## src/rtl/debug_uart_tx.sv

```systemverilog
// ---------------------------------------------------------------------------
// debug_uart_tx
//
// Serial transmit stage for the debug controller. When tx_flag is seen high
// in IDLE, the 32-bit word on data_internal is captured and sent LSB-byte
// first as four UART characters: data[7:0], data[15:8], data[23:16],
// data[31:24]. Bytes follow each other with no idle gap. When the last stop
// bit ends, doneSending pulses for one cycle. The block then waits for
// tx_flag to go low before it will accept another request.
//
// Character format:
//   default                 : 8N1 (start, 8 data LSB first, stop)
//   `define DEBUG_TX_PARITY_EN : 8E1 (even parity bit between bit 7 and stop)
//
// Parameters:
//   freq  system clock frequency in Hz
//   baud  line rate; CLKS_PER_BIT = freq/baud must be >= 2
//
// Ports:
//   CLK            in   system clock, rising edge
//   RST            in   asynchronous active-low reset
//   tx_flag        in   transmit request level from the debug controller
//   data_internal  in   [31:0] word to send, sampled only at trigger
//   tx             out  UART serial line, idle high, driven from a flop
//   busy           out  high from trigger until doneSending is issued
//   doneSending    out  one-cycle pulse when the frame is complete
// ---------------------------------------------------------------------------
module debug_uart_tx #(
    parameter int freq = 50000000,
    parameter int baud = 115200
) (
    input  logic        CLK,
    input  logic        RST,
    input  logic        tx_flag,
    input  logic [31:0] data_internal,
    output logic        tx,
    output logic        busy,
    output logic        doneSending
);

    localparam int CLKS_PER_BIT = freq / baud;
    localparam int CNT_W        = (CLKS_PER_BIT > 1) ? $clog2(CLKS_PER_BIT) : 1;
    localparam logic [CNT_W-1:0] CNT_LAST = CNT_W'(CLKS_PER_BIT - 1);

`ifdef DEBUG_TX_PARITY_EN
    typedef enum logic [2:0] {IDLE, START, DATA, PARITY, STOP, DONE, WAIT_LOW} state_t;
`else
    typedef enum logic [2:0] {IDLE, START, DATA, STOP, DONE, WAIT_LOW} state_t;
`endif

    state_t             state_q,    state_d;
    logic [CNT_W-1:0]   clk_cnt_q,  clk_cnt_d;
    logic [2:0]         bit_idx_q,  bit_idx_d;
    logic [1:0]         byte_idx_q, byte_idx_d;
    logic [31:0]        shift_q,    shift_d;
    logic               tx_q,       tx_d;
    logic               busy_q,     busy_d;
    logic               done_q,     done_d;

    logic               bit_end;
    logic [7:0]         cur_byte;

    // NOTE: every signal written in this block gets a default first, so no
    // path through the case statements can leave one unassigned and infer a latch.
    always_comb begin
        state_d    = state_q;
        clk_cnt_d  = clk_cnt_q;
        bit_idx_d  = bit_idx_q;
        byte_idx_d = byte_idx_q;
        shift_d    = shift_q;
        bit_end    = (clk_cnt_q == CNT_LAST);

        unique case (state_q)
            IDLE: begin
                if (tx_flag) begin
                    shift_d    = data_internal;
                    byte_idx_d = '0;
                    bit_idx_d  = '0;
                    clk_cnt_d  = '0;
                    state_d    = START;
                end
            end
            START: begin
                if (bit_end) begin
                    clk_cnt_d = '0;
                    bit_idx_d = '0;
                    state_d   = DATA;
                end else begin
                    clk_cnt_d = clk_cnt_q + 1'b1;
                end
            end
            DATA: begin
                if (bit_end) begin
                    clk_cnt_d = '0;
                    if (bit_idx_q == 3'd7) begin
`ifdef DEBUG_TX_PARITY_EN
                        state_d = PARITY;
`else
                        state_d = STOP;
`endif
                    end else begin
                        bit_idx_d = bit_idx_q + 3'd1;
                    end
                end else begin
                    clk_cnt_d = clk_cnt_q + 1'b1;
                end
            end
`ifdef DEBUG_TX_PARITY_EN
            PARITY: begin
                if (bit_end) begin
                    clk_cnt_d = '0;
                    state_d   = STOP;
                end else begin
                    clk_cnt_d = clk_cnt_q + 1'b1;
                end
            end
`endif
            STOP: begin
                if (bit_end) begin
                    clk_cnt_d = '0;
                    if (byte_idx_q != 2'd3) begin
                        byte_idx_d = byte_idx_q + 2'd1;
                        state_d    = START;
                    end else begin
                        state_d = DONE;
                    end
                end else begin
                    clk_cnt_d = clk_cnt_q + 1'b1;
                end
            end
            DONE: begin
                state_d = WAIT_LOW;
            end
            WAIT_LOW: begin
                // Controller drops tx_flag only after seeing doneSending;
                // holding here keeps that trailing high level from retriggering.
                if (!tx_flag) begin
                    state_d = IDLE;
                end
            end
            default: begin
                state_d = IDLE;
            end
        endcase

        // Outputs are computed from the next-state values so the registered
        // tx changes in the same cycle the state does (1-cycle trigger latency).
        unique case (byte_idx_d)
            2'd0:    cur_byte = shift_q[7:0];
            2'd1:    cur_byte = shift_q[15:8];
            2'd2:    cur_byte = shift_q[23:16];
            default: cur_byte = shift_q[31:24];
        endcase

        tx_d = 1'b1;
        unique case (state_d)
            START:   tx_d = 1'b0;
            DATA:    tx_d = cur_byte[bit_idx_d];
`ifdef DEBUG_TX_PARITY_EN
            PARITY:  tx_d = ^cur_byte;
`endif
            default: tx_d = 1'b1;
        endcase

`ifdef DEBUG_TX_PARITY_EN
        busy_d = (state_d == START) || (state_d == DATA) ||
                 (state_d == PARITY) || (state_d == STOP);
`else
        busy_d = (state_d == START) || (state_d == DATA) || (state_d == STOP);
`endif
        done_d = (state_d == DONE);
    end

    // NOTE: sequential state uses non-blocking assignments so every flop
    // samples the pre-edge values regardless of statement order.
    always_ff @(posedge CLK or negedge RST) begin
        if (!RST) begin
            state_q    <= IDLE;
            clk_cnt_q  <= '0;
            bit_idx_q  <= '0;
            byte_idx_q <= '0;
            // NOTE: the shift register is only a 32-bit holding register, so
            // it is reset with everything else; large RAM arrays would not be.
            shift_q    <= '0;
            tx_q       <= 1'b1;
            busy_q     <= 1'b0;
            done_q     <= 1'b0;
        end else begin
            state_q    <= state_d;
            clk_cnt_q  <= clk_cnt_d;
            bit_idx_q  <= bit_idx_d;
            byte_idx_q <= byte_idx_d;
            shift_q    <= shift_d;
            tx_q       <= tx_d;
            busy_q     <= busy_d;
            done_q     <= done_d;
        end
    end

    assign tx          = tx_q;
    assign busy        = busy_q;
    assign doneSending = done_q;

endmodule
```

## config.mk

```make
export PLATFORM = sky130hd
export DESIGN_NAME = debug_uart_tx
export DESIGN_NICKNAME = d
export VERILOG_FILES = /design/src/rtl/debug_uart_tx.sv
export SDC_FILE = /design/constraint.sdc
export NUM_CORES = 1
export LEC_CHECK = 0
export CORE_UTILIZATION = 50
export DETAILED_ROUTE_END_ITERATION = 8
export GPL_ROUTABILITY_DRIVEN = 0
export GPL_TIMING_DRIVEN = 0
export PLACE_DENSITY = 0.75
export SYNTH_ARGS = -nofsm -noshare
export SYNTH_HDL_FRONTEND = slang
export SYNTH_SLANG_ARGS = --single-unit
```

## constraint.sdc

```tcl
create_clock -name CLK -period 2.6 [get_ports CLK]
set_input_delay 0.52 -clock CLK [delete_from_list [all_inputs] [get_ports CLK]]
set_output_delay 0.52 -clock CLK [all_outputs]
set_load 0.1 [all_outputs]
```

==> metrics.csv, run 1 <==
stage,metric,value,unit
run_status,status,finished with violations,
run_status,failing checks,negative setup slack,
placed_design,number of port buffers,37,
final_layout,share of cells above drive strength 1,0.1496,
detailed_routing,via density per instance,5.947,
synth,Mapped Cells,364,
power,Leak,1.694,nW
grt,largest net degree at the start of global routing,31,
power,maximum VDD drop,494.4,µV
synth,"EDFF count, synth",0,
timing,Max Freq,379.8,MHz
timing,fin crit period,2.633,ns
detailed_routing,DRC violations left,0,
synth,syn avg cell area,8.291,µm²
synth,Synth area leaders,"dfrtp_1, nand2_1, o21ai_0, nand3_1, clkbuf_1",
worst_setup_path,"CP delay by family, top",simple AND/OR/NAND/NOR gates,
worst_setup_path,crit path cell chain,nand4bb_4 > or4_4 > a31o_4 > a21oi_4 > inv_2 > or4_4 > a211oi_2 > o31ai_2,
final_layout,Area Overhead vs Synth,26.12,%
detailed_routing,wire length on met3,565,µm
worst_setup_path,r2r setup slk,-0.03,ns
worst_setup_path,startpoint types,flop,
synth,synth warn,0,
detailed_routing,initial DRC count,270,
synth,"Async S/R FF share, synth",1.000,
grt,total gr overflow,0,
timing,Final Hold Vio Count,0,
detailed_routing,routed length per placed instance,15.76,µm
floorplan,Top Ports,38,
cts,# clock sinks,52,
floorplan,Die X-Extent,79.69,µm
detailed_routing,routed vias,2932,
synth,Yosys top cell area share,0.4229,
final_layout,ANT cells,0,
worst_setup_path,CP Data Required Time,2.83,ns
timing,skew final,0.008174,ns
final_layout,post-route cell area,0.003806,mm²
worst_setup_path,critical path class,flop to flop,
detailed_routing,drt pass-1 iters,5,
synth,mapped cell area,0.003018,mm²
synth,Syn Nets,402,
worst_setup_path,Critical Path Max Stage Delay,0.51,ns
synth,number of synthesized register bits,52,
cts,worst skew pair latency,0.32,ns
cts,H-tree levels,2,
worst_setup_path,critical path arrival,2.86,ns
worst_setup_path,largest driver fanout on the critical path,7,
placed_design,Placed Area,0.003496,mm²
grt,first-pass GRT wire length,13030,µm
worst_setup_path,CP Buf/Inv Count,1,
synth,sequential cell area fraction in the yosys report,0.4316,
cts,"CTS clk-pin slew, worst paths",0.10,ns
detailed_routing,DR WL met2,3583,µm
grt,initial antenna violation count,0,
power,pwr/cell area,883.4,mW/mm²
timing,Slew HR,0.3594,
detailed_routing,Max Used Layer,met4,
detailed_routing,Post-DRT Antenna Nets,0,
synth,synth unique cells,60,
timing,final setup margin,-0.03312,ns
timing,endpoints failing setup,1,
timing,final slew viol count,0,
synth,"Top FF cell, synth",dfrtp_1,
final_layout,filler instances,481,
grt,Overall Global Routing Usage,0.2676,
placed_design,DP Cell Count,474,
cts,Num CTS Buffers,5,
worst_setup_path,Worst R2R Path Depth,8,
detailed_routing,met1 WL,3394,µm
timing,Slew @ Worst Pin,0.9579,ns
timing,final cycle utilization of the critical path,1.013,
cts,CTS tree,built,
worst_setup_path,reg-to-reg startpoint,clk_cnt_q[2],
final_layout,Non-Filler Instances,493,
timing,RSZ-0062 raised after global routing,yes,
worst_setup_path,"slowest stage cell, crit path",or4_4,
synth,leading area contributor after synthesis,dfrtp_1,
cts,clk buf depth,2,
job,max-cap violations,0,
worst_setup_path,Crit. End Element,flop,
floorplan,Die ar.,0.006351,mm²
placed_design,HPWL after detailed placement,5471,µm
worst_setup_path,most frequent CP cell,or4_4,
grt,vias in the first global route,2683,
detailed_routing,final WL,7769,µm
floorplan,core area,0.005675,mm²
hold_path,worst min-delay path class,input pin to async pin,
floorplan,# rows,27,
final_layout,nets,458,
worst_setup_path,Worst R2R End,tx,
floorplan,Die Y,79.69,µm
cts,clock root buffer,clkbuf_8,
floorplan,Starting Density,0.5317,
-- layout by cell type (no fill, tap or decap), drive strengths merged, types with 4 or more instances in the layout --
master,count
o21ai,23
nor2,14
nand2,116
a21oi,8
o22ai,4
a211oi,5
clkdlybuf4s50,35
buf,19
nand3,16
inv,12
and3,4
mux2i,7
a31oi,8
dfrtp,51
nor3b,4
nor3,4
clkbuf,23
-- area by class of cell --
class | count | area [µm²] | area share
Multi-Input combinational cell | 278 | 1697 | 0.4458
Sequential cell | 52 | 1305 | 0.3429
Timing Repair Buffer | 51 | 481.7 | 0.1266
Buffer | 22 | 100.1 | 0.02630
Tap cell | 72 | 90.09 | 0.02367
Clock buffer | 5 | 68.82 | 0.01808
Inverter | 10 | 37.54 | 0.009862
Clock inverter | 3 | 26.28 | 0.006903
-- worst max-delay path by stage --
stage / startpoint / end / slack, ns / cells past startpoint
6_report: clk_cnt_q[2] / tx / -0.03 / 8
5_1_grt: clk_cnt_q[2] / tx / -0.07 / 8
4_1_cts: clk_cnt_q[1] / tx / -0.09 / 10
3_5_place_dp: tx_flag / tx / -0.67 / 8
3_3_place_gp: tx_flag / tx / -0.64 / 8
2_1_floorplan: clk_cnt_q[1] / tx / 0.02 / 10
-- flip-flops by register name, summed over array words and instances (netlist names) --
signal / cells
byte_idx_q: 2
shift_q: 32
clk_cnt_q: 9
tx: 1
busy: 1
state_q: 3
bit_idx_q: 3
doneSending: 1
-- worst reg2reg max path, cell delays in order (launching register included) --
cell and delay, ns:
dfrtp_2 0.46, nand4bb_4 0.27, or4_4 0.51, a31o_4 0.26, a21oi_4 0.14, inv_2 0.08
or4_4 0.49, a211oi_2 0.22, o31ai_2 0.10
-- power breakdown --
part           total (W)  leakage, nW  switching (W)  internal, W
combinational    0.00145        0.990       0.000836     0.000610
sequential       0.00142        0.655       0.000288      0.00113
clock           0.000496       0.0491       0.000297     0.000199
total            0.00336         1.69        0.00142      0.00194
-- timing repair --
| item | CTS | global route |
|---|---|---|
| setup endpoints to repair | 31 | 21 |
| gates resized for setup | 15 | 21 |
| buffers inserted | 5 | 8 |
| gates cloned | 0 | 0 |
| pin swaps | 5 | 10 |
| hold buffers | 0 | 0 |
-- cells by family (layout without fill, tap and decap cells) --
kind of cell,Yosys count,count (layout),share of synthesized area
AND/OR/NAND/NOR,187,187,0.2981
multiplexers,7,7,0.02322
XOR/XNOR,4,4,0.01161
adder cells (fa/ha/maj),3,3,0.01244
buffers and inverters,34,91,0.04312
AO/OA/AOI/OAI,77,77,0.1799
flip-flops,52,52,0.4316
-- synth_stat cells, drive strengths merged (3+ instances only) --
cell type / n
nand2: 116
dfrtp: 51
o21ai: 23
clkbuf: 20
nand3: 16
nor2: 14
inv: 10
a21oi: 8
a31oi: 8
mux2i: 7
a211oi: 5
and3: 4
buf: 4
nor3: 4
nor3b: 4
o22ai: 4
a221oi: 3
a22oi: 3
ha: 3
nand3b: 3
nand4: 3
nand4b: 3
nor2b: 3
o31ai: 3
xor2: 3
-- metrics by stage --
stage,setup TNS (ns),total power [W],setup slack [ns],utilization,hold slack [ns]
floorplan,0,0.002318,0.02484,-,0.2244
global placement,-41.29,0.002653,-0.6384,0.6133,0.4514
detailed placement,-19.15,0.002718,-0.6731,0.6160,0.4664
CTS,-0.08956,0.003292,-0.08956,0.6473,0.1824
global route,-0.06505,0.003609,-0.06505,0.6706,0.2157
finish,-0.03312,0.003362,-0.03312,0.6706,0.1657
-- layer usage --
metal	vias up	track usage
met3	29	0.04800
met5	-	0
met1	1372	0.3747
li1	1388	-
met2	143	0.4103
met4	0	0.1018
(Power assumes the default switching activity.)
==> inputs of run 2 (changes only) <==
- CTS_CLUSTER_DIAMETER: default -> 150
- CTS_CLUSTER_SIZE: default -> 40
==> results of run 2 <==
Final layout, timing and power as in run 1 (identical DEF).
